--- src/rtl/uart_pkg.sv ---
// Shared types and constants for the oversampling UART receiver.
// Latency: n/a (declarations only).
// Backpressure: n/a (declarations only).
package uart_pkg;

   // Oversampling ratio of s_tick against the bit rate.
   localparam int OVS         = 16;
   // Tick index at the middle of the start bit.
   localparam int MID_TICK    = 7;
   localparam int DEF_DBIT    = 8;
   localparam int DEF_SB_TICK = 16;

   typedef enum logic [2:0] {
      IDLE,
      START,
      DATA,
      PARITY,
      STOP
   } state_t;

endpackage

--- src/rtl/uart_rx_if.sv ---
// Receiver line inputs and received-word outputs (optional parity_err with UART_RX_PARITY_EN).
// Latency: n/a (wires only).
// Backpressure: none; the consumer must take every rx_done_tick.
interface uart_rx_if
   import uart_pkg::*;
#(
   parameter int DBIT = DEF_DBIT
) ();

   logic            rx;
   logic            s_tick;
   logic [DBIT-1:0] dout;
   logic            rx_done_tick;
   logic            frame_err;
`ifdef UART_RX_PARITY_EN
   logic            parity_err;

   modport master (input rx, s_tick, output dout, rx_done_tick, frame_err, parity_err);
   modport slave  (output rx, s_tick, input dout, rx_done_tick, frame_err, parity_err);
`else
   modport master (input rx, s_tick, output dout, rx_done_tick, frame_err);
   modport slave  (output rx, s_tick, input dout, rx_done_tick, frame_err);
`endif

endinterface

--- src/rtl/sync_2ff.sv ---
// Two-flop synchroniser for a single asynchronous bit, reset to RST_VAL.
// Latency: 2 clk.
// Backpressure: none.
module sync_2ff #(
   parameter logic RST_VAL = 1'b1
) (
   input  logic clk,
   input  logic reset,
   input  logic d,
   output logic q
);

   logic meta;

   // Capture the async input then re-register to settle metastability.
   always_ff @(posedge clk) begin
      if (reset) begin
         meta <= RST_VAL;
         q    <= RST_VAL;
      end else begin
         meta <= d;
         q    <= meta;
      end
   end

endmodule

--- src/rtl/uart_rx.sv ---
// Oversampling UART receiver (16x s_tick); UART_RX_PARITY_EN adds an even-parity bit and parity_err.
// Latency: rx -> rx_s 2 clk; rx_done_tick/dout/frame_err update together at the stop-bit sample.
// Backpressure: none; never stalls, consumer decides what to do with each word.
module uart_rx
   import uart_pkg::*;
#(
   parameter int DBIT    = DEF_DBIT,
   parameter int SB_TICK = DEF_SB_TICK
) (
   input  logic      clk,
   input  logic      reset,
   uart_rx_if.master bus
);

   // Tick counter must reach SB_TICK-1 for 1.5/2 stop bits, so widen it past 4 bits when needed.
   localparam int SW = (SB_TICK > OVS) ? $clog2(SB_TICK) : $clog2(OVS);
   localparam int NW = (DBIT > 1) ? $clog2(DBIT) : 1;

   logic            rx_s;
   logic [1:0]      sync_fill_q;
   state_t          state_q, state_d;
   logic [SW-1:0]   s_q, s_d;
   logic [NW-1:0]   n_q, n_d;
   logic [DBIT-1:0] b_q, b_d;
   logic [DBIT-1:0] dout_q, dout_d;
   logic            armed_q, armed_d;
   logic            done_q, done_d;
   logic            ferr_q, ferr_d;
`ifdef UART_RX_PARITY_EN
   logic            par_q, par_d;
   logic            perr_q, perr_d;
`endif

   sync_2ff #(.RST_VAL(1'b1)) u_sync (
      .clk   (clk),
      .reset (reset),
      .d     (bus.rx),
      .q     (rx_s)
   );

   // The synchroniser shows its reset value (1) for two clocks after reset; this marks
   // when rx_s reflects the real line so a line held low is not mistaken for idle-high.
   always_ff @(posedge clk) begin
      if (reset) sync_fill_q <= 2'b00;
      else       sync_fill_q <= {sync_fill_q[0], 1'b1};
   end

   // Next-state and datapath: counters only move on s_tick, arming/start detect run every clk.
   always_comb begin
      state_d = state_q;
      s_d     = s_q;
      n_d     = n_q;
      b_d     = b_q;
      dout_d  = dout_q;
      armed_d = armed_q;
      done_d  = 1'b0;
      ferr_d  = ferr_q;
`ifdef UART_RX_PARITY_EN
      par_d   = par_q;
      perr_d  = perr_q;
`endif
      case (state_q)
         IDLE: begin
            if (!armed_q) begin
               if (rx_s && sync_fill_q[1]) armed_d = 1'b1;
            end else if (!rx_s) begin
               state_d = START;
               s_d     = '0;
            end
         end
         START: begin
            if (bus.s_tick) begin
               if (s_q == SW'(MID_TICK)) begin
                  s_d = '0;
                  if (!rx_s) begin
                     state_d = DATA;
                     n_d     = '0;
                  end else begin
                     state_d = IDLE;
                  end
               end else begin
                  s_d = s_q + 1'b1;
               end
            end
         end
         DATA: begin
            if (bus.s_tick) begin
               if (s_q == SW'(OVS - 1)) begin
                  b_d = {rx_s, b_q[DBIT-1:1]};
                  s_d = '0;
                  if (n_q == NW'(DBIT - 1)) begin
`ifdef UART_RX_PARITY_EN
                     state_d = PARITY;
`else
                     state_d = STOP;
`endif
                  end else begin
                     n_d = n_q + 1'b1;
                  end
               end else begin
                  s_d = s_q + 1'b1;
               end
            end
         end
         PARITY: begin
`ifdef UART_RX_PARITY_EN
            if (bus.s_tick) begin
               if (s_q == SW'(OVS - 1)) begin
                  par_d   = rx_s;
                  s_d     = '0;
                  state_d = STOP;
               end else begin
                  s_d = s_q + 1'b1;
               end
            end
`else
            state_d = IDLE;
`endif
         end
         STOP: begin
            if (bus.s_tick) begin
               if (s_q == SW'(SB_TICK - 1)) begin
                  dout_d  = b_q;
                  ferr_d  = ~rx_s;
                  done_d  = 1'b1;
                  s_d     = '0;
                  state_d = IDLE;
                  // A low stop (break) leaves us disarmed until the line returns high.
                  armed_d = rx_s;
`ifdef UART_RX_PARITY_EN
                  perr_d  = ^{b_q, par_q};
`endif
               end else begin
                  s_d = s_q + 1'b1;
               end
            end
         end
         default: state_d = IDLE;
      endcase
   end

   // State and datapath registers; reset discards any partial frame and clears outputs.
   always_ff @(posedge clk) begin
      if (reset) begin
         state_q <= IDLE;
         s_q     <= '0;
         n_q     <= '0;
         b_q     <= '0;
         dout_q  <= '0;
         armed_q <= 1'b0;
         done_q  <= 1'b0;
         ferr_q  <= 1'b0;
`ifdef UART_RX_PARITY_EN
         par_q   <= 1'b0;
         perr_q  <= 1'b0;
`endif
      end else begin
         state_q <= state_d;
         s_q     <= s_d;
         n_q     <= n_d;
         b_q     <= b_d;
         dout_q  <= dout_d;
         armed_q <= armed_d;
         done_q  <= done_d;
         ferr_q  <= ferr_d;
`ifdef UART_RX_PARITY_EN
         par_q   <= par_d;
         perr_q  <= perr_d;
`endif
      end
   end

   assign bus.dout         = dout_q;
   assign bus.rx_done_tick = done_q;
   assign bus.frame_err    = ferr_q;
`ifdef UART_RX_PARITY_EN
   assign bus.parity_err   = perr_q;
`endif

endmodule

--- src/flat_wrapper.sv ---
// flat-port wrapper written by rule: the top's interface ports become plain ports
module uart_rx_flat import uart_pkg::*;
#(
   parameter int DBIT    = DEF_DBIT,
   parameter int SB_TICK = DEF_SB_TICK
)
  (clk, reset, bus_rx, bus_s_tick, bus_dout, bus_rx_done_tick, bus_frame_err);
  uart_rx_if #(.DBIT(DBIT)) bus_i ();
  input  logic clk;
  input  logic reset;
  input wire logic [$bits(bus_i.rx)-1:0] bus_rx;
  input wire logic [$bits(bus_i.s_tick)-1:0] bus_s_tick;
  output wire logic [$bits(bus_i.dout)-1:0] bus_dout;
  output wire logic [$bits(bus_i.rx_done_tick)-1:0] bus_rx_done_tick;
  output wire logic [$bits(bus_i.frame_err)-1:0] bus_frame_err;
  assign bus_i.rx = bus_rx;
  assign bus_i.s_tick = bus_s_tick;
  assign bus_dout = bus_i.dout;
  assign bus_rx_done_tick = bus_i.rx_done_tick;
  assign bus_frame_err = bus_i.frame_err;
  uart_rx #(.DBIT(DBIT), .SB_TICK(SB_TICK)) u_core (.clk(clk), .reset(reset), .bus(bus_i));
endmodule
--- config.mk ---
export PLATFORM = sky130hd
export DESIGN_NAME = uart_rx_flat
export DESIGN_NICKNAME = d
export VERILOG_FILES = /design/src/rtl/uart_pkg.sv /design/src/rtl/uart_rx_if.sv /design/src/rtl/sync_2ff.sv /design/src/rtl/uart_rx.sv /design/src/flat_wrapper.sv
export SDC_FILE = /design/constraint.sdc
export NUM_CORES = 1
export LEC_CHECK = 0
export BUFFER_PORTS_ARGS = -buffer_cell sky130_fd_sc_hd__buf_2
export CORE_MARGIN = 2
export CORE_UTILIZATION = 30
export DETAILED_ROUTE_END_ITERATION = 10
export PLACE_DENSITY = 0.51
export SKIP_LAST_GASP = 1
export SYNTH_ARGS = -nofsm -noshare
export SYNTH_HDL_FRONTEND = slang
export SYNTH_HIERARCHICAL = 1
export SYNTH_SLANG_ARGS = --single-unit
--- constraint.sdc ---
create_clock -name clk -period 2.05 [get_ports clk]
set_input_delay 0.3075 -clock clk [delete_from_list [all_inputs] [get_ports clk]]
set_output_delay 0.3075 -clock clk [all_outputs]
set_load 0.02 [all_outputs]
# After elaboration in Yosys (flattened, before gate mapping)
# Index checks and enable logic that the tools add are counted.
[word_totals] in_bits=4 register_bits=33 output_inout_bits=10 wordCells=80
[op_classes] muxes=32 bitwise=3 add_sub_neg=2 eq_ne=18 reduce_logical=13
[ops] op="two-way mux 3 bit" count=15
[ops] op="two-way mux 4 bit" count=6
[ops] op="!= test 2 x 1 -> 1 bit, second input constant" count=6
[ops] op="!= test 2 bit, second input constant" count=6
[ops] op="one-hot mux 3 bit (4 select lines)" count=1
[ops] op="one-hot mux 4 bit (3 select lines)" count=1
[ops] op="AND reduction 3 bit" count=3
[ops] op="AND reduction 9 bit" count=1
[ops] op="AND reduction 7 bit" count=1
[ops] op="equality test 3 bit, second input constant" count=2
[ops] op="two-way mux 1 bit" count=6
[ops] op="one-hot mux 3 bit (2 select lines)" count=1
[ops] op="AND reduction 5 bit" count=1
[ops] op="adder 4 x 1 -> 4 bit, second input constant" count=1
[ops] op="equality test 4 x 3 -> 1 bit, second input constant" count=1
[ops] op="equality test 4 bit, second input constant" count=1
[ops] op="nonzero test 2 bit" count=2
[ops] op="adder 3 x 1 -> 3 bit, second input constant" count=1
[ops] op="equality test 3 x 1 -> 1 bit, second input constant" count=1
[ops] op="equality test 3 x 2 -> 1 bit, second input constant" count=1
[ops] op="zero test 3 bit" count=1
[ops] op="inverter 1 bit" count=3
[ops] op="nonzero test 3 bit" count=1
[ops] op="OR reduction 3 bit" count=1
[ops] op="other kinds (4)" count=4

# Logic depth before layout (Yosys ltp)
[depth] ltp_word=5 mapped_depth=7 ltp_nobuf=7

# Modules after synthesis
# Netlist, hierarchy kept.
[by_module_without_submodules] module="uart_rx" instances=1 cells_each=155 area_per_inst_um2=1378.8
[by_module_without_submodules] module="sync_2ff" instances=1 cells_each=4 area_per_inst_um2=52.6

# Worst setup path before layout
# No wires, ideal clock.
[synth_timing] path_type="reg2reg" start="register u_core.s_q[0]" end="register u_core.armed_q" t_arrival_ns=1.585 synth_period_minus_slack_ns=1.712 path_slack_ns=0.338 n_path_buf=1 path_stages_with_launch=7 setup_ns=0.128 t_required_ns=1.922 cell_sequence="dfxtp_1 ha_1 nand3_2 or4_4 buf_6 a22oi_1 nor2_1"
[synth_between] elab_chain_cells=3
[synth_rtl] item="start, declared" line_no="uart_rx.sv:22" source="logic [SW-1:0] s_q, s_d;"
[synth_rtl] item="start signal, assigned" line_no="uart_rx.sv:146" source="s_q <= '0;"
[synth_rtl] item="start signal, assigned" line_no="uart_rx.sv:159" source="s_q <= s_d;"
[synth_rtl] item="equality test 4 bit" line_no="uart_rx.sv:122" source="if (s_q == SW'(SB_TICK - 1)) begin"
[synth_rtl] item="!= test 2 x 1 -> 1 bit (no line)"
[synth_rtl] item="AND reduction 3 bit (no line)"
[synth_rtl] item="end signal, assigned" line_no="uart_rx.sv:163" source="armed_q <= armed_d;"
[synth_rtl] item="end, declared" line_no="uart_rx.sv:26" source="logic armed_q, armed_d;"
# No other way between the ends.
# A chain may end at the register's enable or synchronous reset.

# Worst setup path in the final report
# Same ends and word-level chain as after synthesis.

==> results.py <==
metrics = {
    "routing": {
        "routed.top_layer": "met4",
        "drc": 0,
        "dr_wl_met2_um": 1383,
        "met1_length_um": 1280,
        "drt_pass1_iterations": 4,
        "initialDrtViolationCount": 60,
        "via_count": 1117,
        "antenna_left": 0,
        "avgRoutedWirePerCell_um": 12.31,
        "wirelength_um": 2832,
        "viasPerCell": 4.857,
        "dr_wl_met3_um": 134,
    },
    "power_and_ir_drop": {
        "p_leak_nw": 0.6393,
        "peakVddDrop_v": 0.0004883,
        "swShare": 0.2045,
        "power_frac_comb": 0.023,
        "p_int_w": 0.0009218,
        "power.switching_w": 0.0002370,
        "p_seq_frac": 0.561,
        "powerDensity_mw_per_mm2": 712.4,
        "clkPwrFrac": 0.415,
    },
    "layout": {
        "areaGrowthSynthToFinish_pct": 13.64,
        "fillers": 469,
        "final_layout_size_suffix_gt1_frac": 0.1989,
        "fin_cells": 230,
        "fin_nets": 183,
        "antennaDiodeCount": 0,
    },
    "outcome": {
        "status": "complete, no violations",
    },
    "place": {
        "dp_cells": 223,
        "gp_congestion": 0.8046,
        "dp_hpwl_um": 1969,
        "io_buffers": 13,
    },
    "synthesis": {
        "synthTopCellsByCount": "33 x dfxtp_1, 28 x nand2_1, 22 x nor2_1",
        "synth_top_area_frac": 0.4615,
        "synth_ff_type": "dfxtp_1",
        "synth_most_common_cell": "dfxtp_1",
        "ys_warn_count": 6,
        "synth_fp_nets": 166,
        "synth.area.top_cells": "dfxtp_1 46%, nand2_1 7.3%, mux2i_1 7.0%, nor2_1 5.8%, a21oi_1 5.6%",
        "synth_seq_cells": 33,
        "synth.avg_cell_area_um2": 9.002,
        "yosysTopAreaCell": "dfxtp_1",
        "ys_seq_area_frac": 0.4615,
        "synth_cell_type_count": 39,
        "synth_area_mm2": 0.001431,
        "synthCells": 159,
        "synthArstFlopShare": 0,
        "synth_edf_count": 0,
    },
    "sta": {
        "worstMarginPinSlew_ns": 0.5941,
        "fin_setup_tns_ns": 0,
        "fin_crit_ns": 1.838,
        "fmax_mhz": 544.0,
        "min_period_over_period": 0.8967,
        "finalSetupViolations": 0,
        "timing.slew.headroom": 0.6039,
        "drv_slew": 0,
        "rsz0062_at_grt": "false",
        "fin_skew_ns": 0.004447,
        "hold_violations": 0,
    },
    "critical_path": {
        "crit_end": "u_core/armed_q",
        "path_max_fanout": 11,
        "r2r_cells": 5,
        "endpoint_kind": "flip-flop",
        "start_kind": "flip-flop",
        "rrSetupSlack_ns": 0.21,
        "r2r_start": "u_core/s_q[0]",
        "worstReg2RegEnd": "u_core/armed_q",
        "timing.critical_path.from": "u_core/s_q[0]",
        "path_class": "flip-flop to flip-flop",
        "required_ns": 2.20,
        "critPathArrivalTime_ns": 1.99,
    },
    "clocking": {
        "ctsHtreeMaxLevel": 2,
        "cts.sinks": 33,
        "worstSkewPairLatency_ns": 0.28,
        "cts_resized": 0,
        "clk_pin_slew_ns": 0.06,
        "cts_root_buf": "clkbuf_8",
        "cts_hold_buf": 0,
        "cts_made_buffers": 5,
        "cts_tree": "done",
        "clk_path_buf_depth": 2,
        "post-cts-setup-buffer-count": 0,
    },
    "floorplanning": {
        "die_x_um": 73.08,
        "fp-row-count": 25,
        "die_h_um": 73.08,
        "start_util": 0.3071,
        "core-area_mm2": 0.004661,
        "dieArea_mm2": 0.005340,
        "pin_count": 14,
    },
    "global_routing": {
        "grt_max_degree": 34,
        "grt_overflow_total": 0,
        "antenna_found_initial": 0,
        "grt_pass1_wl_um": 4981,
        "grtUsageTotal": 0.1221,
        "grt_pass1_vias": 1101,
    },
    "min_path": {
        "min_path_type": "input pin to flip-flop",
    },
    "job": {
        "maxCapViolations": 0,
    },
}
## layer usage
metal  GRT usage  vias to the layer above
met5           0                        -
met4     0.04938                        0
met3     0.04420                        5
met2      0.1952                       19
met1      0.1485                      515
li1            -                      578
## worst min path at each step
stage | slack, ns | cells past startpoint | end | from
after floorplan | 0.38 | 1 | u_core/sync_fill_q[1] | reset
after global placement | 0.39 | 1 | u_core/u_sync/q | u_core/u_sync/meta
after detailed placement | 0.39 | 1 | u_core/u_sync/q | u_core/u_sync/meta
after CTS | 0.20 | 2 | u_core/u_sync/meta | bus_rx
after global routing | 0.20 | 2 | u_core/u_sync/meta | bus_rx
final | 0.20 | 2 | u_core/u_sync/meta | bus_rx
## layout make-up
type / count / area (µm²) / area share
inverters: 3 / 11.26 / 0.006923
multi-input cells: 115 / 698.2 / 0.4292
clock buffers: 7 / 86.33 / 0.05308
flip-flops and latches: 33 / 660.6 / 0.4062
repair buffers: 18 / 102.6 / 0.06308
well taps: 54 / 67.56 / 0.04154
## cell usage in the layout (no fill, tap or decap), types with 2 or more instances in the layout
cell type	instances
ha_1	3
o2111ai_1	2
nor3_2	2
inv_1	3
nor2_1	22
mux2i_1	10
dfxtp_1	33
buf_2	13
buf_4	5
nand3_1	4
a211oi_1	2
nand2_1	28
a21oi_1	16
clkbuf_8	6
or2_1	3
## power by group through the flow
stage | combinational [W] | sequential (W) | clock (W)
final | 0.0000272 | 0.000650 | 0.000481
after global routing | 0.0000304 | 0.000650 | 0.000534
after CTS | 0.0000274 | 0.000650 | 0.000499
after detailed placement | 0.0000272 | 0.000665 | 0
after global placement | 0.0000271 | 0.000665 | 0
after floorplan | 0.0000202 | 0.000663 | 0
## per-stage QoR
step | area [µm²] | hold slack [ns] | utilization | power (W) | setup WS, ns
3_3_place_gp | 1540 | 0.3879 | 0.3305 | 0.0006921 | 0.2896
4_1_cts | 1627 | 0.1965 | 0.3490 | 0.001177 | 0.2196
5_1_grt | 1627 | 0.2032 | 0.3490 | 0.001215 | 0.09893
3_5_place_dp | 1540 | 0.3943 | 0.3305 | 0.0006920 | 0.2370
2_1_floorplan | 1431 | 0.3791 | - | 0.0006832 | 0.3379
6_report | 1627 | 0.2038 | 0.3490 | 0.001159 | 0.2118
## sequential cells by signal (all words and copies together) (netlist names)
signal,count
u_core/bus.frame_err,1
u_core/b_q,8
u_core/state_q,3
u_core/bus.rx_done_tick,1
u_core/n_q,3
u_core/sync_fill_q,2
u_core/armed_q,1
u_core/s_q,4
u_core/bus.dout,8
u_core/u_sync/q,1
u_core/u_sync/meta,1
## critical path, cell delays in order (launching register included)
cell and delay [ns]:
dfxtp_1 0.38, ha_1 0.27, nand3_2 0.19, or4_4 0.61
a22oi_1 0.21, nor2_1 0.05
## kinds of logic (layout without fill, tap and decap cells)
group | count (synthesis) | in the layout | synth area share
adder cells (fa/ha/maj) | 4 | 4 | 0.03409
XOR/XNOR | 2 | 2 | 0.01224
AO/OA/AOI/OAI | 27 | 27 | 0.1198
buffers and inverters | 11 | 28 | 0.05069
flip-flops | 33 | 33 | 0.4615
multiplexers | 10 | 10 | 0.06993
AND/OR/NAND/NOR | 72 | 72 | 0.2518
(Power assumes the default switching activity.)
